`src/rtl/hood_button_encoder.sv`:
```
// -----------------------------------------------------------------------------
// hood_button_encoder
//
// Turns the raw, bouncy push-buttons of a cooker hood front panel into clean
// control levels for the hood controller. Everything runs on the 100 Hz tick.
//
//   menu button : short press (power on)  -> MENU_PULSE_TICKS wide menu pulse
//                 short press (power off) -> ignored
//                 long press              -> toggles power_on, one-tick long_press
//   mode buttons: a clean single-button press latches a one-hot mode while the
//                 hood is powered; powering off clears the mode.
//
// Ports
//   clk_100Hz       in   sole clock, rising edge
//   reset           in   asynchronous, active-high
//   btn_menu_raw    in   raw menu button, active-high
//   btn_mode_raw    in   [3:0] raw mode buttons (lvl1, lvl2, lvl3, cleaning)
//   menu            out  registered menu pulse
//   power_on        out  registered power level
//   btn_mode_smoke  out  [3:0] latched one-hot mode (0000 when none)
//   long_press      out  one-tick pulse on every power_on toggle
//   dbg_state       out  [1:0] menu FSM state (IDLE=0, HELD=1, LONG=2, PULSE=3)
//
// Handshake: none. All inputs are free-running levels; all outputs are
// registered levels/pulses valid for the whole tick after the edge.
// -----------------------------------------------------------------------------
module hood_button_encoder #(
  parameter int DEBOUNCE_TICKS   = 3,
  parameter int LONG_PRESS_TICKS = 300,
  parameter int MENU_PULSE_TICKS = 4
) (
  input  logic       clk_100Hz,
  input  logic       reset,
  input  logic       btn_menu_raw,
  input  logic [3:0] btn_mode_raw,
  output logic       menu,
  output logic       power_on,
  output logic [3:0] btn_mode_smoke,
  output logic       long_press,
  output logic [1:0] dbg_state
);

  localparam int DB_W    = $clog2(DEBOUNCE_TICKS + 1);
  localparam int HOLD_W  = $clog2(LONG_PRESS_TICKS + 1);
  localparam int PULSE_W = $clog2(MENU_PULSE_TICKS + 1);

  typedef enum logic [1:0] {
    S_IDLE  = 2'd0,
    S_HELD  = 2'd1,
    S_LONG  = 2'd2,
    S_PULSE = 2'd3
  } state_t;

  // Bit 0 is the menu button, bits 4:1 are the mode buttons.
  logic [4:0] raw;
  assign raw = {btn_mode_raw, btn_menu_raw};

  // ---------------------------------------------------------------------------
  // Synchronizers and debouncers
  // ---------------------------------------------------------------------------
  logic [4:0]            sync1_q, sync1_d;
  logic [4:0]            sync2_q, sync2_d;
  logic [4:0]            deb_q, deb_d;
  logic [4:0][DB_W-1:0]  db_cnt_q, db_cnt_d;

  always_comb begin
    sync1_d  = raw;
    sync2_d  = sync1_q;
    deb_d    = deb_q;
    db_cnt_d = db_cnt_q;
    for (int i = 0; i < 5; i++) begin
      if (sync2_q[i] == deb_q[i]) begin
        db_cnt_d[i] = '0;
      end else if (db_cnt_q[i] == DB_W'(DEBOUNCE_TICKS - 1)) begin
        // This edge is the DEBOUNCE_TICKS-th consecutive differing sample.
        deb_d[i]    = sync2_q[i];
        db_cnt_d[i] = '0;
      end else begin
        db_cnt_d[i] = db_cnt_q[i] + DB_W'(1);
      end
    end
  end

  // ---------------------------------------------------------------------------
  // Menu arming: after reset the menu button must first be seen released
  // (once the synchronizer pipeline has refilled) before a rise may act, so a
  // button held through reset cannot start a press on its own.
  // ---------------------------------------------------------------------------
  logic [1:0] settle_q, settle_d;
  logic       arm_q, arm_d;

  always_comb begin
    settle_d = (settle_q == 2'd2) ? settle_q : settle_q + 2'd1;
    arm_d    = arm_q | ((settle_q == 2'd2) && !sync2_q[0]);
  end

  // ---------------------------------------------------------------------------
  // Menu FSM
  // ---------------------------------------------------------------------------
  state_t               state_q, state_d;
  logic [HOLD_W-1:0]    hold_q, hold_d;
  logic [PULSE_W-1:0]   pulse_q, pulse_d;
  logic                 menu_q, menu_d;
  logic                 power_q, power_d;
  logic                 long_q, long_d;
  logic                 menu_rise;

  // The rise is taken on the same edge the debouncer commits it, so the
  // power toggle lands exactly LONG_PRESS_TICKS edges after the debounced rise.
  assign menu_rise = deb_d[0] & ~deb_q[0] & arm_q;

  always_comb begin
    state_d = state_q;
    hold_d  = hold_q;
    pulse_d = pulse_q;
    menu_d  = 1'b0;
    power_d = power_q;
    long_d  = 1'b0;
    case (state_q)
      S_IDLE: begin
        if (menu_rise) begin
          state_d = S_HELD;
          hold_d  = '0;
        end
      end
      S_HELD: begin
        if (!deb_q[0]) begin
          if (power_q) begin
            state_d = S_PULSE;
            pulse_d = '0;
            menu_d  = 1'b1;
          end else begin
            state_d = S_IDLE;
          end
        end else if (hold_q == HOLD_W'(LONG_PRESS_TICKS - 1)) begin
          power_d = ~power_q;
          long_d  = 1'b1;
          state_d = S_LONG;
        end else if (hold_q != HOLD_W'(LONG_PRESS_TICKS)) begin
          hold_d = hold_q + HOLD_W'(1);
        end
      end
      S_LONG: begin
        if (!deb_q[0]) begin
          state_d = S_IDLE;
        end
      end
      S_PULSE: begin
        if (pulse_q == PULSE_W'(MENU_PULSE_TICKS - 1)) begin
          state_d = S_IDLE;
        end else begin
          pulse_d = pulse_q + PULSE_W'(1);
          menu_d  = 1'b1;
        end
      end
      default: state_d = S_IDLE;
    endcase
  end

  // ---------------------------------------------------------------------------
  // Mode latch
  // ---------------------------------------------------------------------------
  logic [3:0] mode_prev_q, mode_prev_d;
  logic [3:0] mode_q, mode_d;
  logic [3:0] mode_deb;
  logic [3:0] mode_rise;
  logic       mode_clean;

  assign mode_deb  = deb_q[4:1];
  assign mode_rise = mode_deb & ~mode_prev_q;
  // Exactly one bit rose and it is the only bit currently held.
  assign mode_clean = (mode_rise != 4'd0) &&
                      ((mode_rise & (mode_rise - 4'd1)) == 4'd0) &&
                      (mode_deb == mode_rise);

  always_comb begin
    mode_prev_d = mode_deb;
    mode_d      = mode_q;
    if (power_q && mode_clean) begin
      mode_d = mode_rise;
    end
    if (power_q && !power_d) begin
      mode_d = 4'd0;
    end
  end

  // ---------------------------------------------------------------------------
  // Registers
  // ---------------------------------------------------------------------------
  always_ff @(posedge clk_100Hz or posedge reset) begin
    if (reset) begin
      sync1_q     <= '0;
      sync2_q     <= '0;
      deb_q       <= '0;
      db_cnt_q    <= '0;
      settle_q    <= '0;
      arm_q       <= 1'b0;
      state_q     <= S_IDLE;
      hold_q      <= '0;
      pulse_q     <= '0;
      menu_q      <= 1'b0;
      power_q     <= 1'b0;
      long_q      <= 1'b0;
      mode_prev_q <= '0;
      mode_q      <= '0;
    end else begin
      sync1_q     <= sync1_d;
      sync2_q     <= sync2_d;
      deb_q       <= deb_d;
      db_cnt_q    <= db_cnt_d;
      settle_q    <= settle_d;
      arm_q       <= arm_d;
      state_q     <= state_d;
      hold_q      <= hold_d;
      pulse_q     <= pulse_d;
      menu_q      <= menu_d;
      power_q     <= power_d;
      long_q      <= long_d;
      mode_prev_q <= mode_prev_d;
      mode_q      <= mode_d;
    end
  end

  assign menu           = menu_q;
  assign power_on       = power_q;
  assign btn_mode_smoke = mode_q;
  assign long_press     = long_q;
  assign dbg_state      = state_q;

endmodule

```
`config.mk`:
```
export PLATFORM = sky130hd
export DESIGN_NAME = hood_button_encoder
export DESIGN_NICKNAME = d
export VERILOG_FILES = /design/src/rtl/hood_button_encoder.sv
export SDC_FILE = /design/constraint.sdc
export NUM_CORES = 1
export LEC_CHECK = 0
export ABC_CLOCK_PERIOD_IN_PS = 2300
export CORE_AREA = 2 2 69 71
export CTS_BUF_LIST = sky130_fd_sc_hd__clkbuf_16
export CTS_CLUSTER_DIAMETER = 120
export DETAILED_ROUTE_END_ITERATION = 10
export DIE_AREA = 0 0 71 73
export PLACE_DENSITY_LB_ADDON = 0.12
export SYNTH_ARGS = -nofsm -noshare
export SYNTH_HDL_FRONTEND = slang
export SYNTH_SLANG_ARGS = --single-unit
```
`constraint.sdc`:
```
create_clock -name clk_100Hz -period 2.3 [get_ports clk_100Hz]
set_clock_uncertainty 0.1 [all_clocks]
set_input_delay 0.46 -clock clk_100Hz [delete_from_list [all_inputs] [get_ports clk_100Hz]]
set_output_delay 0.46 -clock clk_100Hz [all_outputs]
set_load 0.1 [all_outputs]
```
==> impl_metrics.json <==
{
  "postCtsSetupBuffers": 0,
  "drt-total-wl_um": 3940,
  "final_common_cell": "dfrtp_1",
  "drt_iter0_markers": 75,
  "clock_sinks": 53,
  "ys.flop_type": "dfrtp_1",
  "drt-pass1-iter-count": 6,
  "placed_cell_area_mm2": 0.00258,
  "placementRows": 25,
  "cts_hold_buffers": 0,
  "max_freq_mhz": 499,
  "die-height_um": 73,
  "fin_crit_sh_pct": 87.1,
  "final_cell_mix": "53 x dfrtp_1, 14 x o21ai_0, 12 x nor2b_1, 12 x nand2_1, 10 x buf_4",
  "hold_violations": 0,
  "max_slew.worst_pin.slew_ns": 0.498,
  "critPathRequiredTime_ns": 2.41,
  "ys_seq_area_share_pct": 56.6,
  "dp.cells": 268,
  "ys_types": 48,
  "nNetsFinal": 233,
  "antenna_cells": 0,
  "fin_crit_ns": 2.00,
  "root_buffer": "clkbuf_16",
  "finalMaxSlewViolations": 0,
  "area_delta_synth_final_pct": 16.1,
  "status": "completed",
  "yosys-top-cells-area": "dfrtp_1 57%, nor2b_1 3.2%, o21ai_0 3.0%",
  "first_global_vias": 1580,
  "p_int_uw": 1760,
  "path_clk_slew_ns": 0.06,
  "cts_buffers": 5,
  "path_class": "reg2reg",
  "rsz0062_at_grt": "false",
  "multi_input_area_um2": 947,
  "start_kind": "flop",
  "p_leak_uw": 0.00118,
  "drc_errors": 0,
  "stdcell_count": 276,
  "power_frac_seq_pct": 51.4,
  "cts_buffer_depth": 2,
  "ant_nets": 0,
  "yosysTopAreaCell": "dfrtp_1",
  "grt_max_degree": 26,
  "synth_top_cell_area_share_pct": 56.6,
  "p_switching_uw": 713,
  "relSlewSlack_pct": 65.9,
  "end_kind": "flop",
  "p_comb_share_pct": 20.0,
  "place_congestion": 0.894,
  "grt_usage_pct": 17.7,
  "syn_area_per_cell_um2": 11.6,
  "synth_nets": 214,
  "die_area_mm2": 0.00518,
  "num_vias": 1549,
  "post_drt_wl_per_cell_um": 14.3,
  "hold_class": "reg2reg",
  "dp_hpwl_um": 2970,
  "tns_ns": 0,
  "ctsResizeCount": 0,
  "final.fill_count": 372,
  "synthesis.area_mm2": 0.00234,
  "start_util_pct": 51.6,
  "p_clk_share_pct": 28.6,
  "setup_viol": 0,
  "grt_first_pass_wirelength_um": 7090,
  "regArea_mm2": 0.00133,
  "drive_above_1_share_pct": 16.7,
  "async_reset_ff_share_pct": 100,
  "overflow": 0,
  "routed_via_density": 5.61,
  "syn_inst": 202,
  "htree_levels": 2,
  "worstPathArrival_ns": 2.11,
  "max-vdd-ir-drop_mv": 0.607,
  "cts_tree": "yes",
  "worstPathMaxFanout": 18,
  "yosys_register_bits": 53,
  "coreArea_mm2": 0.00454,
  "final_area_mm2": 0.00272,
  "top_level_ports": 16,
  "antenna_found_initial": 0,
  "clock_insertion_delay_worst_skew_ns": 0.28,
  "cap_violations": 0,
  "die_w_um": 71,
  "numPortBuffers": 15,
  "powerDensity_mw_per_mm2": 909,
  "swShare_pct": 28.8,
  "ys_warn_count": 0,
  "synth-edff-count": 0
}
-- worst paths after layout --
kind / depth (start not counted) / startpoint / to / slack [ns]
setup reg to reg: 4 / deb_q[0] / hold_q[6] / 0.30
hold reg to reg: 0 / sync1_q[0] / sync2_q[0] / 0.25
min in group asynchronous: 2 / reset / settle_q[1] / 0.39
setup / recovery: 4 / deb_q[0] / hold_q[6] / 0.30
max in group asynchronous: 3 / reset / mode_prev_q[2] / 1.11
hold / removal: 0 / sync1_q[0] / sync2_q[0] / 0.25
-- flip-flops by register name, indices dropped and copies added, names as in the netlist --
name            cells
db_cnt_q           10
hold_q              9
deb_q               5
sync1_q             5
sync2_q             5
btn_mode_smoke      4
mode_prev_q         4
pulse_q             3
dbg_state           2
settle_q            2
arm_q               1
long_press          1
menu                1
power_on            1
-- synthesized netlist by cell type (2+ instances only) --
cell type,instances
o21ai_0,14
a32o_1,2
mux2i_1,6
nor2b_1,12
a22o_1,2
nand4b_1,2
nand2_1,12
and2_1,2
mux2_2,6
ha_1,5
o21bai_1,3
a31o_2,2
nand3_1,4
o31ai_1,2
dfrtp_1,53
a21oi_1,5
o221ai_1,2
inv_1,10
a2111oi_0,2
nor2_1,4
nand2b_1,2
clkbuf_1,6
nor3b_1,8
xnor2_1,7
nor3_1,6
-- layer usage --
metal / GRT usage, % / vias to the layer above / share of wire (%)
li1: - / 764 / -
met1: 21.1 / 760 / 43
met2: 30.3 / 21 / 53
met3: 4.70 / 4 / 3.3
met4: 7.97 / 0 / 1.2
met5: 0 / - / 0
-- critical path: stages, from the launching register on --
cell and delay (ns):
dfrtp_1 0.46, and4bb_1 0.34, nand2_2 0.21, a2111oi_0 0.58, mux2i_1 0.23
-- area by class of cell --
class	count	share of cell area (%)
sequential	53	48.8
multi-input combinational	131	34.8
timing repair buffer	19	7.18
clock buffer	5	4.60
tap	54	2.48
inverter	11	1.52
clock inverter	3	0.644
-- per-stage QoR --
stage	hold slack [ns]	setup slack [ns]	power (uW)	util, %
3_3_place_gp	0.234	0.377	1750	56.8
2_1_floorplan	0.231	0.0455	1650	-
4_1_cts	0.250	0.297	2510	60.0
6_report	0.249	0.297	2470	60.0
3_5_place_dp	0.236	0.307	1790	56.8
5_1_grt	0.257	0.00430	2630	60.0
-- power by group through the flow --
stage	combinational [uW]	sequential (uW)	clock, uW
floorplan	389	1260	0
global placement	475	1270	0
detailed placement	500	1290	0
CTS	502	1280	734
global route	550	1310	773
finish	495	1270	706
-- logic make-up (layout without fill, tap and decap cells) --
family / after synthesis / after routing / share of synthesized area (%)
AND/OR/NAND/NOR: 65 / 65 / 17.3
flip-flops: 53 / 53 / 56.6
AO/OA/AOI/OAI: 42 / 42 / 12.4
buffers and inverters: 18 / 38 / 2.94
multiplexers: 12 / 12 / 5.45
XOR/XNOR: 7 / 7 / 2.62
adder cells (fa/ha/maj): 5 / 5 / 2.67
(Power assumes the default switching activity.)
